`src/rtl/game_controller_pkg.sv`:
```
// Shared definitions for the game controller slice.
//   state_t      : top-level game state encoding (IDLE/RUN/DEAD)
//   BCD_W        : width of one score digit
//   SCORE_DIGITS : number of BCD digits in the score
//   SPEED_MIN/MAX: obstacle speed after (re)start and its ceiling
package game_controller_pkg;

  typedef enum logic [1:0] {
    ST_IDLE = 2'd0,
    ST_RUN  = 2'd1,
    ST_DEAD = 2'd2
  } state_t;

  localparam int unsigned BCD_W        = 4;
  localparam int unsigned SCORE_DIGITS = 4;

  localparam logic [2:0] SPEED_MIN = 3'd2;
  localparam logic [2:0] SPEED_MAX = 3'd7;

endpackage

```
`src/rtl/game_controller_bcd_digit.sv`:
```
// One BCD digit incrementer with ripple carry.
//   d    : current digit value (0..9)
//   cin  : add one to this digit
//   q    : next digit value, wraps 9 -> 0
//   cout : carry into the next more significant digit
module bcd_digit
  import game_controller_pkg::*;
(
  input  logic [BCD_W-1:0] d,
  input  logic             cin,
  output logic [BCD_W-1:0] q,
  output logic             cout
);

  always_comb begin
    q    = d;
    cout = 1'b0;
    if (cin) begin
      if (d == BCD_W'(9)) begin
        q    = '0;
        cout = 1'b1;
      end else begin
        q = d + BCD_W'(1);
      end
    end
  end

endmodule

```
`src/rtl/game_controller.sv`:
```
// Endless-runner game controller: state machine, player jump physics,
// obstacle scrolling, BCD score and speed ramp.
//   clk, rst           : clock, synchronous active-high reset
//   i_game_tick_60hz   : frame-start pulse (physics, obstacle, dead hold)
//   i_game_tick_20hz   : score pulse
//   i_collision        : player/obstacle overlap
//   i_jump             : synchronized jump button level
//   o_state            : 0=IDLE, 1=RUN, 2=DEAD
//   o_player_h         : player height above ground
//   o_obstacle_x       : obstacle left edge
//   o_score            : four BCD digits, [15:12] most significant
//   o_speed            : obstacle pixels per 60 Hz tick
module game_controller
  import game_controller_pkg::*;
#(
  parameter int JUMP_VEL     = 12,
  parameter int GRAVITY      = 1,
  parameter int OBST_START_X = 640,
  parameter int DEAD_HOLD    = 60
) (
  input  logic        clk,
  input  logic        rst,
  input  logic        i_game_tick_60hz,
  input  logic        i_game_tick_20hz,
  input  logic        i_collision,
  input  logic        i_jump,
  output logic [1:0]  o_state,
  output logic [6:0]  o_player_h,
  output logic [9:0]  o_obstacle_x,
  output logic [15:0] o_score,
  output logic [2:0]  o_speed
);

  localparam int unsigned SCORE_W = BCD_W * SCORE_DIGITS;
  localparam int unsigned HOLD_W  = $clog2(DEAD_HOLD + 2);

  localparam logic [9:0]        START_X  = 10'(OBST_START_X);
  localparam logic signed [5:0] JV       = 6'(JUMP_VEL);
  localparam logic signed [5:0] GRAV     = 6'(GRAVITY);
  localparam logic [HOLD_W-1:0] HOLD_MAX = HOLD_W'(DEAD_HOLD);

  state_t              state;
  logic                jump_prev;
  logic [6:0]          player_h;
  logic signed [5:0]   vel;
  logic [9:0]          obstacle_x;
  logic [SCORE_W-1:0]  score;
  logic [2:0]          speed;
  logic [HOLD_W-1:0]   hold_cnt;

  logic                jump_edge;
  logic                on_ground;
  logic signed [8:0]   h_sum;
  logic [SCORE_W-1:0]  score_inc;
  logic [SCORE_DIGITS:0] carry;

  assign jump_edge = i_jump & ~jump_prev;
  assign on_ground = (player_h == '0) && (vel == '0);

  always_comb begin
    h_sum = $signed({2'b00, player_h}) + $signed({{3{vel[5]}}, vel});
  end

  // carry[SCORE_DIGITS] is only set when every digit is 9, so it doubles as
  // the saturation flag; carry[2] marks the tens/units 99 -> 00 roll.
  assign carry[0] = 1'b1;
  for (genvar g = 0; g < SCORE_DIGITS; g++) begin : g_digit
    bcd_digit u_digit (
      .d    (score[g*BCD_W +: BCD_W]),
      .cin  (carry[g]),
      .q    (score_inc[g*BCD_W +: BCD_W]),
      .cout (carry[g+1])
    );
  end

  always_ff @(posedge clk) begin
    if (rst) begin
      state      <= ST_IDLE;
      jump_prev  <= 1'b0;
      player_h   <= '0;
      vel        <= '0;
      obstacle_x <= START_X;
      score      <= '0;
      speed      <= SPEED_MIN;
      hold_cnt   <= '0;
    end else begin
      jump_prev <= i_jump;
      case (state)
        ST_IDLE: begin
          if (jump_edge) begin
            state      <= ST_RUN;
            player_h   <= '0;
            vel        <= '0;
            obstacle_x <= START_X;
            score      <= '0;
            speed      <= SPEED_MIN;
          end
        end
        ST_RUN: begin
          if (i_collision) begin
            state    <= ST_DEAD;
            hold_cnt <= '0;
          end else begin
            // A ground jump edge only loads velocity; integration starts
            // on the following tick even if a tick coincides.
            if (on_ground && jump_edge) begin
              vel <= JV;
            end else if (i_game_tick_60hz && !on_ground) begin
              if (h_sum <= 0) begin
                player_h <= '0;
                vel      <= '0;
              end else begin
                player_h <= h_sum[6:0];
                vel      <= vel - GRAV;
              end
            end
            if (i_game_tick_60hz) begin
              if (obstacle_x < 10'(speed)) obstacle_x <= START_X;
              else                         obstacle_x <= obstacle_x - 10'(speed);
            end
            if (i_game_tick_20hz && !carry[SCORE_DIGITS]) begin
              score <= score_inc;
              if (carry[2] && speed != SPEED_MAX) speed <= speed + 3'd1;
            end
          end
        end
        ST_DEAD: begin
          if (jump_edge && hold_cnt == HOLD_MAX) begin
            state      <= ST_RUN;
            player_h   <= '0;
            vel        <= '0;
            obstacle_x <= START_X;
            score      <= '0;
            speed      <= SPEED_MIN;
          end else if (i_game_tick_60hz && hold_cnt != HOLD_MAX) begin
            hold_cnt <= hold_cnt + HOLD_W'(1);
          end
        end
        default: state <= ST_IDLE;
      endcase
    end
  end

  assign o_state      = state;
  assign o_player_h   = player_h;
  assign o_obstacle_x = obstacle_x;
  assign o_score      = score;
  assign o_speed      = speed;

endmodule

```
`config.mk`:
```
export PLATFORM = sky130hd
export DESIGN_NAME = game_controller
export DESIGN_NICKNAME = d
export VERILOG_FILES = /design/src/rtl/game_controller_pkg.sv /design/src/rtl/game_controller_bcd_digit.sv /design/src/rtl/game_controller.sv
export SDC_FILE = /design/constraint.sdc
export NUM_CORES = 1
export LEC_CHECK = 0
export CORE_MARGIN = 2
export CORE_UTILIZATION = 45
export DETAILED_ROUTE_END_ITERATION = 7
export PLACE_DENSITY = 0.68
export SYNTH_ARGS = -nofsm -noshare
export SYNTH_HDL_FRONTEND = slang
export SYNTH_HIERARCHICAL = 1
export SYNTH_SLANG_ARGS = --single-unit
```
`constraint.sdc`:
```
create_clock -name clk -period 3.9 [get_ports clk]
set_clock_uncertainty 0.15 [all_clocks]
set_input_delay 0.39 -clock clk [delete_from_list [all_inputs] [get_ports clk]]
set_output_delay 0.39 -clock clk [all_outputs]
set_load 0.02 [all_outputs]
```
# Word level (Yosys, flattened, before mapping)
# Index checks and enable logic that the tools add are counted.
dict set report word_totals {
  elab_cells 125
  reg_bits 51
  output_inout_bits 38
  in_bits 6
}
dict set report classes {
  muxes 53
  n_eq_ne 24
  bitwise 2
  reduce_logical 24
  magnitude_cmp 2
  add_sub_neg 9
}
# op count
set ops {}
lappend ops {{$mux W16} 4}
lappend ops {{$mux W6} 9}
lappend ops {{$mux W10} 5}
lappend ops {{$pmux W16 S3} 1}
lappend ops {{$mux W7} 6}
lappend ops {{$pmux W10 S3} 1}
lappend ops {{$reduce_and A6 Y1} 5}
lappend ops {{$mux W4} 7}
lappend ops {{$ne A2 B2 Y1 const B} 11}
lappend ops {{$pmux W7 S3} 1}
lappend ops {{$pmux W6 S3} 1}
lappend ops {{$add A4 B1 Y4 const B} 4}
lappend ops {{$eq A4 B4 Y1 const B} 4}
lappend ops {{$mux W3} 5}
lappend ops {{$reduce_and A5 Y1} 3}
lappend ops {{$pmux W6 S2} 1}
lappend ops {{$lt A10 B3 Y1} 1}
lappend ops {{$sub A10 B3 Y10} 1}
lappend ops {{$add A8 B6 Y9} 1}
lappend ops {{$le A9 B1 Y1 const B} 1}
lappend ops {{$pmux W3 S3} 1}
lappend ops {{$logic_and A1 B1 Y1} 7}
lappend ops {{$logic_not A7 Y1} 1}
lappend ops {{$mux W1} 7}
lappend ops {{other kinds (20)} 26}

# Depth between registers and ports, before layout
dict set report depth {
  ltp_word 10
  mapped_depth 13
  ltp_nobuf 13
}

# By module
# The synthesis kept the hierarchy.
# module area_per_inst_um2 n_inst cells_per_inst seq_area_each_um2
set modules_own_cells {}
lappend modules_own_cells {game_controller 2840.2 1 333 1021.0}
lappend modules_own_cells {bcd_digit 92.6 4 13 0.0}

# Least setup slack after synthesis
# OpenSTA, ideal clock, no wires.
dict set report synth_path {
  kind {reg2reg}
  from {register score[3] (netlist: o_score[3])}
  to {register speed[2] (netlist: o_speed[2])}
  stages_incl_launch_ff 14
  path_buffers 0
  synth_period_minus_slack_ps 3730
  setup_ps 65
  arrival_ps 3515
  t_required_ps 3685
  slack_ps 170
  path_cell_list {dfxtp_1 -> nor2b_2 -> nor3b_1 -> nand2_2 -> nor3b_1 -> nand2_2 -> nor3b_1 -> nand2_2 -> nor3b_1 -> and3b_1 -> o21a_1 -> o21ai_1 -> mux2_1 -> nor2_1}
}
dict set report synth_between {
  elab_chain_len 9
  elab_cells_between_ends 11
  cone_classes {eq/ne: 3; mux: 4; reduce/logical: 4}
}
# element line_no
set synth_lines {}
lappend synth_lines {{start, declared} game_controller.sv:47} ;# logic [SCORE_W-1:0] score;
lappend synth_lines {{start signal, assigned} game_controller.sv:122} ;# score <= score_inc;
lappend synth_lines {{$eq A4 B4 Y1} game_controller_bcd_digit.sv:19} ;# if (d == BCD_W'(9)) begin
lappend synth_lines {{$mux W1} game_controller_bcd_digit.sv:19}
lappend synth_lines {{named net carry[1]} game_controller.sv:55} ;# logic [SCORE_DIGITS:0] carry;
lappend synth_lines {{$mux W1} game_controller_bcd_digit.sv:18} ;# if (cin) begin
lappend synth_lines {{named net carry[2]} game_controller.sv:55}
lappend synth_lines {{$mux W1} game_controller_bcd_digit.sv:18}
lappend synth_lines {{named net carry[3]} game_controller.sv:55}
lappend synth_lines {{$mux W1} game_controller_bcd_digit.sv:18}
lappend synth_lines {{named net carry[4]} game_controller.sv:55}
lappend synth_lines {{$logic_not A1 Y1} game_controller.sv:121} ;# if (i_game_tick_20hz && !carry[SCORE_DIGITS]) begin
lappend synth_lines {{$logic_and A1 B1 Y1} game_controller.sv:121}
lappend synth_lines {{$ne A2 B2 Y1 (no source line)} n/a}
lappend synth_lines {{$reduce_and A6 Y1 (no source line)} n/a}
lappend synth_lines {{end signal, assigned} game_controller.sv:123} ;# if (carry[2] && speed != SPEED_MAX) speed <= speed + 3'd1;
lappend synth_lines {{end, declared} game_controller.sv:48} ;# logic [2:0] speed;
# The timed path passes the listed nets, and every way through them passes these cells.
# A chain may end at the register's enable or synchronous reset.

# Worst setup path after layout
# Ends and elaborated chain as after synthesis.

==> reports/metrics.cfg <==
[placement]
gp_congestion=0.804
port_buffers=43
post-dp-hpwl_mm=5.26

[sta]
tns_ns=0
slew_violations=0
rsz0062_at_grt=false
setup-violations-final=0
timing_hold_violations_final=0
slew_headroom_pct=60.9
worstMarginPinSlew_ns=0.584
finalCritPeriodShare_pct=89.4
period_needed_ns=3.49
fmaxAchievable_mhz=287

[detailed_routing]
first_pass_iters=4
wl_per_cell_um=13.3
drt-total-wl_mm=7.03
antenna_left=0
drc=0
drt_iter0_drc=102
routed_via_density=5.38
vias=2853

[synthesis]
syn-cell-area_mm2=0.00321
synth_ff_type=dfxtp_1
muxShareOfSynthArea_pct=0.974
netlist.area_leader.share_pct=31.8
ys_top_cells_by_count=dfxtp_1 (51), a21oi_1 (37), nand2_1 (35)
ys_seq_area_share_pct=31.8
synth_most_common_cell=dfxtp_1
synthAdderAreaFrac_pct=7.87
synth_top_family_by_area=simple AND/OR/NAND/NOR gates
ys_ff_latch=51
syn_inst=385
postSynth.asyncResetShare_pct=0
synthSimpleGateAreaFrac_pct=30.4
synth_cell_types=56
synth_edf_count=0
synth_compound_area_share_pct=19.3
synth_xor_area_share_pct=6.00
postSynthAreaPerCell_um2=8.34
yosysTopAreaCell=dfxtp_1
yosys_warnings=6
yosys-top-cells-area=dfxtp_1 (32%), ha_1 (6.6%), a21oi_1 (5.8%)

[hold_path]
hp-class=reg -> reg

[clocking]
cts_max_level=2
post_cts_buffers=0
clk_pin_slew_worst_paths_ns=0.10
root_buffer=clkbuf_8
cts_tree=built
clk_latency_ns=0.30
cts_hold_buf=0
cts_sinks=51
ctsLongestPathBuffers=2
post_cts_resized=0
cts_made_buffers=5

[floorplanning]
start_util_pct=47.0
ios=44
die_w_um=88.5
core-area_mm2=0.00683
rows=30
dieArea_mm2=0.00783
die_y_um=88.5

[worst_setup_path]
startpoint_type=register
cpMostUsedCell=nor3b_1
critPathSlowestCell=nor3b_1
crit_type=reg -> reg
critPathMaxFanout=5
required_ns=4.00
end_kind=register
critical_path_arrival_ns=3.59
crit_path_cell_trace=nor2b_2, nor3b_1, nand2_2, nor3b_1, nand2_2, nor3b_1, nand2_2, nor3b_1, and3b_1, o21a_1, o21ai_1, mux2_1, nor2_1
max_stage_delay_ns=0.48

[final_layout]
antenna_cells=0
finish.utilization_pct=56.2
nets=458
drive_gt1_share_pct=8.53
area_growth_pct=19.6
fillers=666

[job]
max_cap_viol_count=0

[power]
vdd_drop_max_mv=0.147
power_density_mw_per_mm2=264
leakage_nw=1.51

[grt]
grt_use_total_pct=19.0
grt_pass1_wl_mm=12.0
grt_pass1_vias=2577
antenna_found_initial=0
grt-ovfl-total=0
grt_max_degree=22

[status]
outcome=completed

[path summary, 6_finish.rpt]
| check | from | cells past startpoint | slack, ns | end |
|---|---|---|---|---|
| max | o_score[3] | 13 | 0.41 | o_speed[2] |
| min | o_score[7] | 2 | 0.35 | o_score[7] |
| max reg2reg | o_score[3] | 13 | 0.41 | o_speed[2] |
| min reg2reg | o_score[7] | 2 | 0.35 | o_score[7] |
[worst max-delay path, delay by kind of cell (launching register included)]
family | cells | cell delay (ns)
multiplexers | 1 | 0.36
flip-flops | 1 | 0.39
AO/OA/AOI/OAI | 2 | 0.35
AND/OR/NAND/NOR | 10 | 2.19
[final cells by class]
class / instances / area [µm²] / area share (%)
multi-input cells: 313 / 2090 / 54.3
clock buffers: 6 / 72.6 / 1.89
repair buffers: 50 / 483 / 12.6
well taps: 96 / 120 / 3.13
clock inverters: 2 / 12.5 / 0.326
inverters: 12 / 45.0 / 1.17
flip-flops and latches: 51 / 1020 / 26.6
[registers in the layout (all words and copies together) (netlist names)]
signal and count:
o_player_h 7, o_speed 3, vel 6, o_state 2, o_obstacle_x 10, o_score 16
hold_cnt 6, jump_prev 1
[stage by stage]
stage	worst slack, ns	instances	cell area (µm²)	hold slack (ns)	total power, mW
2_1_floorplan	0.170	388	3220	0.322	0.666
3_3_place_gp	0.532	522	3750	0.330	0.722
3_5_place_dp	0.440	522	3750	0.334	0.724
4_1_cts	0.387	530	3840	0.352	1.02
5_1_grt	0.0723	530	3840	0.377	1.07
6_report	0.413	530	3840	0.348	1.02
[metal layers]
metal	global-route usage, %	part of all wire (%)	wire, µm
met5	0	0	0
met4	5.37	1.1	77
met3	3.08	2.3	165
met2	30.8	46	3220
met1	26.3	51	3560
[cell usage in the layout (no fill, tap or decap), types with 2 or more instances in the layout]
cell type,instances
a211oi_1,2
a21o_1,10
a21oi_1,37
a22o_1,7
a31o_1,2
and2_1,2
and3_1,5
and4b_1,4
buf_4,7
clkbuf_8,5
clkdlybuf4s50_1,43
conb_1,4
dfxtp_1,51
fa_1,2
ha_1,17
inv_1,12
mux2i_1,2
nand2_1,35
nand2_2,4
nand2b_1,11
nand3_1,26
nand4_1,5
nor2_1,26
nor2b_1,13
nor2b_2,4
nor3_1,9
nor3_2,4
nor3b_1,6
nor4_1,4
nor4_2,2
o21a_1,3
o21ai_0,9
o21ai_1,9
o221ai_1,3
or3_1,4
or4_1,2
xnor2_1,9
xor2_1,13
[cells by family (layout without fill, tap and decap cells)]
| family | Yosys count | after routing |
|---|---|---|
| multiplexers | 3 | 3 |
| XOR/XNOR | 22 | 22 |
| flip-flops | 51 | 51 |
| adder cells (fa/ha/maj) | 19 | 19 |
| AO/OA/AOI/OAI | 92 | 92 |
| AND/OR/NAND/NOR | 173 | 173 |
| buffers and inverters | 24 | 70 |
| other | 1 | 4 |
[power breakdown]
group / internal [mW] / leakage [nW] / switching (mW) / total [mW]
clock network: 0.126 / 0.0412 / 0.179 / 0.305
registers: 0.533 / 0.413 / 0.0158 / 0.549
logic: 0.0657 / 1.05 / 0.0958 / 0.162
Note: power is estimated with default switching activity, not from simulation.
